==> config.mk <==
export PLATFORM = sky130hd
export DESIGN_NAME = fric_master_arbiter_flat
export DESIGN_NICKNAME = d
export VERILOG_FILES = /design/src/rtl/fric_pkg.sv /design/src/rtl/fric_master_arbiter_if.sv /design/src/rtl/fric_rr_arbiter.sv /design/src/rtl/fric_master_arbiter.sv /design/src/flat_wrapper.sv
export SDC_FILE = /design/constraint.sdc
export NUM_CORES = 1
export LEC_CHECK = 0
export CAP_MARGIN = 20
export CORE_ASPECT_RATIO = 1.4
export CORE_MARGIN = 4
export CORE_UTILIZATION = 32
export CTS_BUF_LIST = sky130_fd_sc_hd__clkbuf_2
export CTS_CLUSTER_SIZE = 20
export DETAILED_ROUTE_END_ITERATION = 16
export PLACE_DENSITY = 0.79
export SKIP_LAST_GASP = 1
export SYNTH_ARGS = -nofsm -noshare
export SYNTH_HDL_FRONTEND = slang
export SYNTH_SLANG_ARGS = --single-unit
==> constraint.sdc <==
create_clock -name clk -period 1.4 [get_ports clk]
set_input_delay 0.21 -clock clk [delete_from_list [all_inputs] [get_ports clk]]
set_output_delay 0.21 -clock clk [all_outputs]
set_load 0.02 [all_outputs]
==> src/rtl/fric_pkg.sv <==
// Shared constants and types for the fric master-port arbiter.
package fric_pkg;

    // Command types understood by fric_client_master
    localparam logic [3:0] CTYP_WRITE = 4'h0;
    localparam logic [3:0] CTYP_READ  = 4'h2;

    // Arbiter FSM encoding
    localparam logic [1:0] ST_IDLE    = 2'd0;
    localparam logic [1:0] ST_ISSUE   = 2'd1;
    localparam logic [1:0] ST_WAIT_RD = 2'd2;

    // Read data substituted when the read-reply watchdog fires
    localparam logic [15:0] FRIC_ERR_RDAT = 16'hDEAD;

    // One captured command as presented to the master port
    typedef struct packed {
        logic [3:0]  ctyp;
        logic [3:0]  port;
        logic [7:0]  addr;
        logic [15:0] wdat;
    } fric_cmd_t;

endpackage

==> src/rtl/fric_master_arbiter_if.sv <==
// Command/reply bus between the arbiter and the fric_client_master instance.
interface fric_master_arbiter_if;
    logic [3:0]  m_ctyp;
    logic [3:0]  m_port;
    logic [7:0]  m_addr;
    logic [15:0] m_wdat;
    logic        m_tstb;
    logic        m_trdy;
    logic        m_rstb;
    logic [15:0] m_rdat;

    // The arbiter side issues commands and receives replies
    modport master (
        output m_ctyp, m_port, m_addr, m_wdat, m_tstb,
        input  m_trdy, m_rstb, m_rdat
    );

    // The client-master side accepts commands and returns replies
    modport slave (
        input  m_ctyp, m_port, m_addr, m_wdat, m_tstb,
        output m_trdy, m_rstb, m_rdat
    );
endinterface

==> src/rtl/fric_rr_arbiter.sv <==
// Combinational round-robin search: first request strictly above ptr, wrapping.
module fric_rr_arbiter #(
    parameter int N_REQ = 4
) (
    input  logic [N_REQ-1:0] req,
    input  logic [2:0]       ptr,
    output logic [N_REQ-1:0] gnt,
    output logic [2:0]       idx
);
    logic [N_REQ-1:0] upper_mask;
    logic [N_REQ-1:0] upper_req;
    logic [N_REQ-1:0] sel_req;
    logic [2:0]       enc [N_REQ];

    // Positions above the last winner get first look
    for (genvar gi = 0; gi < N_REQ; gi++) begin : g_mask
        assign upper_mask[gi] = (3'(gi) > ptr);
        assign enc[gi]        = gnt[gi] ? 3'(gi) : 3'd0;
    end

    assign upper_req = req & upper_mask;
    assign sel_req   = (|upper_req) ? upper_req : req;
    // Isolate the lowest set bit of the selected request set
    assign gnt       = sel_req & (~sel_req + 1'b1);

    // Encode the one-hot grant into an index
    always_comb begin
        idx = 3'd0;
        for (int i = 0; i < N_REQ; i++) begin
            idx = idx | enc[i];
        end
    end
endmodule

==> src/rtl/fric_master_arbiter.sv <==
// Round-robin sharing of one fric_client_master port between N_REQ requesters.
// Grant is held through command acceptance and, for reads, until the reply.
// Optional read-reply watchdog: define FRIC_ARB_TIMEOUT_EN.
module fric_master_arbiter
    import fric_pkg::*;
#(
    parameter int N_REQ          = 4,
    parameter int TIMEOUT_CYCLES = 1023
) (
    input  logic                 clk,
    input  logic                 rst,
    input  logic [N_REQ-1:0]     rq_valid,
    output logic [N_REQ-1:0]     rq_ready,
    input  logic [4*N_REQ-1:0]   rq_ctyp,
    input  logic [4*N_REQ-1:0]   rq_port,
    input  logic [8*N_REQ-1:0]   rq_addr,
    input  logic [16*N_REQ-1:0]  rq_wdat,
    output logic [N_REQ-1:0]     rsp_valid,
    output logic [15:0]          rsp_rdat,
    output logic                 rsp_err,
    fric_master_arbiter_if.master m,
    output logic                 busy,
    output logic [2:0]           owner
);
    localparam int IDX_W = (N_REQ > 1) ? $clog2(N_REQ) : 1;

    fric_cmd_t        cmd_arr [N_REQ];
    logic [N_REQ-1:0] win_gnt;
    logic [2:0]       win_idx;

    logic [1:0]       state_q, state_d;
    logic [2:0]       ptr_q, ptr_d;
    logic [2:0]       owner_q, owner_d;
    fric_cmd_t        cmd_q, cmd_d;
    logic [N_REQ-1:0] rsp_valid_q, rsp_valid_d;
    logic [15:0]      rsp_rdat_q, rsp_rdat_d;

`ifdef FRIC_ARB_TIMEOUT_EN
    logic             rsp_err_q, rsp_err_d;
    logic [15:0]      wd_cnt_q, wd_cnt_d;
    logic             wd_expired;
    assign wd_expired = (wd_cnt_q == 16'(TIMEOUT_CYCLES));
    assign rsp_err    = rsp_err_q;
`else
    logic [15:0]      unused_timeout;
    assign unused_timeout = 16'(TIMEOUT_CYCLES);
    assign rsp_err        = 1'b0;
`endif

    // Unpack each requester's command fields
    for (genvar gi = 0; gi < N_REQ; gi++) begin : g_fields
        assign cmd_arr[gi] = {rq_ctyp[gi*4 +: 4], rq_port[gi*4 +: 4],
                              rq_addr[gi*8 +: 8], rq_wdat[gi*16 +: 16]};
    end

    fric_rr_arbiter #(.N_REQ(N_REQ)) u_rr (
        .req (rq_valid),
        .ptr (ptr_q),
        .gnt (win_gnt),
        .idx (win_idx)
    );

    // Next-state, grant capture and reply generation
    always_comb begin
        state_d     = state_q;
        ptr_d       = ptr_q;
        owner_d     = owner_q;
        cmd_d       = cmd_q;
        rsp_valid_d = '0;
        rsp_rdat_d  = rsp_rdat_q;
`ifdef FRIC_ARB_TIMEOUT_EN
        rsp_err_d   = rsp_err_q;
        wd_cnt_d    = wd_cnt_q;
`endif
        case (state_q)
            ST_IDLE: begin
                if (|win_gnt) begin
                    cmd_d   = cmd_arr[win_idx[IDX_W-1:0]];
                    ptr_d   = win_idx;
                    owner_d = win_idx;
                    state_d = ST_ISSUE;
                end
            end
            ST_ISSUE: begin
                if (m.m_trdy) begin
                    state_d = (cmd_q.ctyp == CTYP_READ) ? ST_WAIT_RD : ST_IDLE;
`ifdef FRIC_ARB_TIMEOUT_EN
                    wd_cnt_d = '0;
`endif
                end
            end
            ST_WAIT_RD: begin
                // A real reply beats the watchdog when both land together
                if (m.m_rstb) begin
                    rsp_rdat_d                     = m.m_rdat;
                    rsp_valid_d[owner_q[IDX_W-1:0]] = 1'b1;
`ifdef FRIC_ARB_TIMEOUT_EN
                    rsp_err_d                      = 1'b0;
`endif
                    state_d                        = ST_IDLE;
                end
`ifdef FRIC_ARB_TIMEOUT_EN
                else if (wd_expired) begin
                    rsp_rdat_d                     = FRIC_ERR_RDAT;
                    rsp_valid_d[owner_q[IDX_W-1:0]] = 1'b1;
                    rsp_err_d                      = 1'b1;
                    state_d                        = ST_IDLE;
                end else begin
                    wd_cnt_d = wd_cnt_q + 16'd1;
                end
`endif
            end
            default: state_d = ST_IDLE;
        endcase
    end

    // State registers; reset aborts any transaction without a reply
    always_ff @(posedge clk) begin
        if (rst) begin
            state_q     <= ST_IDLE;
            ptr_q       <= 3'(N_REQ - 1);
            owner_q     <= '0;
            cmd_q       <= '0;
            rsp_valid_q <= '0;
            rsp_rdat_q  <= '0;
`ifdef FRIC_ARB_TIMEOUT_EN
            rsp_err_q   <= 1'b0;
            wd_cnt_q    <= '0;
`endif
        end else begin
            state_q     <= state_d;
            ptr_q       <= ptr_d;
            owner_q     <= owner_d;
            cmd_q       <= cmd_d;
            rsp_valid_q <= rsp_valid_d;
            rsp_rdat_q  <= rsp_rdat_d;
`ifdef FRIC_ARB_TIMEOUT_EN
            rsp_err_q   <= rsp_err_d;
            wd_cnt_q    <= wd_cnt_d;
`endif
        end
    end

    // Accept is only offered while idle, and never during reset
    assign rq_ready  = ((state_q == ST_IDLE) && !rst) ? win_gnt : '0;
    assign m.m_ctyp  = cmd_q.ctyp;
    assign m.m_port  = cmd_q.port;
    assign m.m_addr  = cmd_q.addr;
    assign m.m_wdat  = cmd_q.wdat;
    assign m.m_tstb  = (state_q == ST_ISSUE);
    assign rsp_valid = rsp_valid_q;
    assign rsp_rdat  = rsp_rdat_q;
    assign busy      = (state_q != ST_IDLE);
    assign owner     = owner_q;
endmodule

==> src/flat_wrapper.sv <==
// flat-port wrapper written by rule: the top's interface ports become plain ports
module fric_master_arbiter_flat import fric_pkg::*;
#(
    parameter int N_REQ          = 4,
    parameter int TIMEOUT_CYCLES = 1023
)
  (clk, rst, rq_valid, rq_ready, rq_ctyp, rq_port, rq_addr, rq_wdat, rsp_valid, rsp_rdat, rsp_err, busy, owner, m_m_ctyp, m_m_port, m_m_addr, m_m_wdat, m_m_tstb, m_m_trdy, m_m_rstb, m_m_rdat);
  fric_master_arbiter_if m_i ();
  input  logic clk;
  input  logic rst;
  input  logic [N_REQ-1:0] rq_valid;
  output logic [N_REQ-1:0] rq_ready;
  input  logic [4*N_REQ-1:0] rq_ctyp;
  input  logic [4*N_REQ-1:0] rq_port;
  input  logic [8*N_REQ-1:0] rq_addr;
  input  logic [16*N_REQ-1:0] rq_wdat;
  output logic [N_REQ-1:0] rsp_valid;
  output logic [15:0] rsp_rdat;
  output logic rsp_err;
  output logic busy;
  output logic [2:0] owner;
  output wire logic [$bits(m_i.m_ctyp)-1:0] m_m_ctyp;
  output wire logic [$bits(m_i.m_port)-1:0] m_m_port;
  output wire logic [$bits(m_i.m_addr)-1:0] m_m_addr;
  output wire logic [$bits(m_i.m_wdat)-1:0] m_m_wdat;
  output wire logic [$bits(m_i.m_tstb)-1:0] m_m_tstb;
  input wire logic [$bits(m_i.m_trdy)-1:0] m_m_trdy;
  input wire logic [$bits(m_i.m_rstb)-1:0] m_m_rstb;
  input wire logic [$bits(m_i.m_rdat)-1:0] m_m_rdat;
  assign m_m_ctyp = m_i.m_ctyp;
  assign m_m_port = m_i.m_port;
  assign m_m_addr = m_i.m_addr;
  assign m_m_wdat = m_i.m_wdat;
  assign m_m_tstb = m_i.m_tstb;
  assign m_i.m_trdy = m_m_trdy;
  assign m_i.m_rstb = m_m_rstb;
  assign m_i.m_rdat = m_m_rdat;
  fric_master_arbiter #(.N_REQ(N_REQ), .TIMEOUT_CYCLES(TIMEOUT_CYCLES)) u_core (.clk(clk), .rst(rst), .rq_valid(rq_valid), .rq_ready(rq_ready), .rq_ctyp(rq_ctyp), .rq_port(rq_port), .rq_addr(rq_addr), .rq_wdat(rq_wdat), .rsp_valid(rsp_valid), .rsp_rdat(rsp_rdat), .rsp_err(rsp_err), .m(m_i), .busy(busy), .owner(owner));
endmodule
==> metrics <==
TritonCTS Buffers 9; sequential share of the synthesized area 39.5%; Post-synth EDFFs 0; drt pass-1 iters 6; Final TNS setup -15300 ps; worst-skew pair later-pin latency 480 ps; leakage 2.33 nW; vias 3553; Layout fillers around 740; RePlAce Congestion ~0.84; number of global-route vias before repair 3618; failing checks negative setup slack; die area ~11000 um2; cell accounting for the most synthesized area dfxtp_1; wire per inst 18.3 um; CP max FO 4; post-route clock period utilization 137%; global route overflow 0; Layout Cells excl Fill 680; die width 89.1 um; antenna violations before repair 0; top cell type's share of synthesized area 39.5%; commonest register cell after synthesis dfxtp_1; Startpoint Class flop; Vias/cell 5.23; outcome finished with violations; Mapped Cells 330; Min Hold Slack roughly 250 ps; Reg clk slew, reported paths 170 ps; final worst slack -511 ps; synthesis-to-finish area growth 97.1%; Final HPWL DP 9160 um; largest net degree at the start of global routing 28; Final Util 64.6%; Crit Path Category flop to output port; # hold bufs at CTS 0; Final setup viols 42; synth top area cells dfxtp_1 39%, mux2i_1 11%, o221ai_1 9.5%; H-tree depth 3; Residual DRC 0; # port buffers 211; Final min period around 1900 ps; Yosys reg bits 58; Post-Syn Area per Cell 8.92 um2; Post-layout nets 720; CTS tree built; Final ANT Viol Nets 0; Top-Level Pins 214; slew margin rel. 65.4%; layout cells sized above 1 30.9%; HP Class input pin to flop; warnings from Yosys 0; Cell Rows 41; Slew Limit Fails 0; maximum clock insertion buffer count 2; Core Area between 8000 and 9000 um2; clock root cell clkbuf_2; GRT Resource Usage Total 22.1%; Synth cell types 39; Die H 121 um; Hold Fails Final Rpt 0; global-route wire length before repair about 18000 um; Critical Path RT 1190 ps; WL final around 12000 um; R2R depth 8; Mapped Area 2940 um2; Worst Setup End Kind output port; pre-CTS setup slack -742 ps; Slew @ Worst Pin around 500 ps; Max Freq 523 MHz; Max-Cap Viols 0; RSZ-0062 raised after global routing yes; CP arrival 1700 ps; # diodes 0; Cells after DPL 650; Post-synth ARST share 0%; Initial DRC Count 87; Worst VDD drop 0.434 mV; Pwr Density roughly 890 nW/um2; # clock sinks 58; hold path depth 3; Initial Utilization 32.8%; clk_skew 25.7 ps
[through the flow]
step | power [W] | area, um2
final | 0.00516 | 5800
after global routing | 0.00541 | 5800
after CTS | 0.00518 | 5880
after detailed placement | 0.00390 | 5420
after global placement | 0.00386 | 5420
after floorplan | 0.00285 | 3020
[flip-flops by register name, indices dropped and copies added, names as in the netlist]
name	count
u_core.m.m_wdat	16
u_core.rsp_rdat	16
u_core.m.m_addr	8
u_core.m.m_ctyp	4
u_core.m.m_port	4
u_core.rsp_valid	4
u_core.owner	2
u_core.ptr_q	2
u_core.state_q	2
[layout make-up]
class	count	area [um2]	area share [%]
sequential	58	1200	20.6
inverter	2	7.51	0.129
clock buffer	13	65.1	1.12
clock inverter	3	40.0	0.690
tap	107	134	2.31
multi-input combinational	240	1780	30.7
timing repair buffer	257	2570	44.4
[critical path, cell delays in order (launching register included)]
cell     delay, ps
dfxtp_4        380
buf_4          140
o21ai_2        120
nand2_2        100
nor4_4         310
buf_4          190
[cells by family after synthesis]
group           share of synthesized area (%)
other cells                             0.127
flops                                    39.5
compound gates                           25.0
mux                                      10.9
simple gates                             17.7
buf+inv                                  6.89
[per-layer routing]
metal / part of all wire [%] / wire length (um) / GRT usage (%) / up-vias
met5: 0 / 0 / 0 / -
met4: 3.0 / 373 / 11.4 / 0
met3: 8.0 / 996 / 5.16 / 34
met2: 54 / 6750 / 40.1 / 166
met1: 35 / 4360 / 23.0 / 1645
li1: - / - / - / 1708
[timing repair]
action	4_1_cts	5_1_grt
resized for setup	231	62
pin swaps	16	5
setup buffers	6	5
endpoints found under the setup margin	94	81
cloned	5	0
[placed cells by master (no fill, tap or decap), types with 2 or more instances in the layout]
master           Yosys  layout
nor3b_1              2       2
and2_4               1       2
buf_4                6      25
nand2b_4             0       2
mux2i_1             32      32
buf_12               0      12
nand2b_1             4       3
clkinv_2             0       2
nor4b_1              3       3
o211ai_1            27      27
a21oi_2              0       4
buf_6                1      10
buf_2               12      27
o221ai_2             0       7
nand2_1             70      68
nor3_4               0       2
inv_2                0       2
buf_16               0       5
clkdlybuf4s15_2      0      17
dlygate4sd2_1        0       2
dfxtp_4              0       7
o22ai_1              2       2
clkdlybuf4s50_1      0     149
o221ai_1            32      24
a21oi_1             25      20
clkbuf_2             0      21
nor2_2               0       3
o211ai_2             6       6
dfxtp_2              0       8
nand2_2              0       2
nor2_1              12       8
conb_1               1       2
clkdlybuf4s15_1      0       2
dfxtp_1             58      43
[cell usage after synthesis, types with 2 or more instances]
master    count
a21oi_1      25
nor2_1       12
dfxtp_1      58
mux2i_1      32
nor3b_1       2
nor4_1        2
nand2_1      70
o221ai_1     32
clkbuf_1      9
buf_8         3
o211ai_2      6
o22ai_1       2
nor4b_1       3
nand2b_1      4
o211ai_1     27
inv_1         2
buf_4         6
nor3_1        3
buf_2        12
[final timing paths]
check | slack (ps) | start | endpoint
max | -510 | u_core.ptr_q[0]$_SDFFE_PP1P_ | rq_ready[1]
min | 250 | m_m_rdat[10] | u_core.rsp_rdat[10]$_SDFFE_PP0P_
max reg2reg | -440 | u_core.ptr_q[0]$_SDFFE_PP1P_ | u_core.m.m_addr[0]$_SDFFE_PP0P_
min reg2reg | 460 | u_core.owner[0]$_SDFFE_PP0P_ | u_core.rsp_valid[0]$_SDFF_PP0_
[power breakdown]
part / leakage [nW] / internal, W / switching [W]
clock: 0.0760 / 0.000439 / 0.000595
sequential: 0.482 / 0.00183 / 0.000109
combinational: 1.77 / 0.00119 / 0.000992
total: 2.33 / 0.00346 / 0.00170
Note: power is estimated with default switching activity, not from simulation.
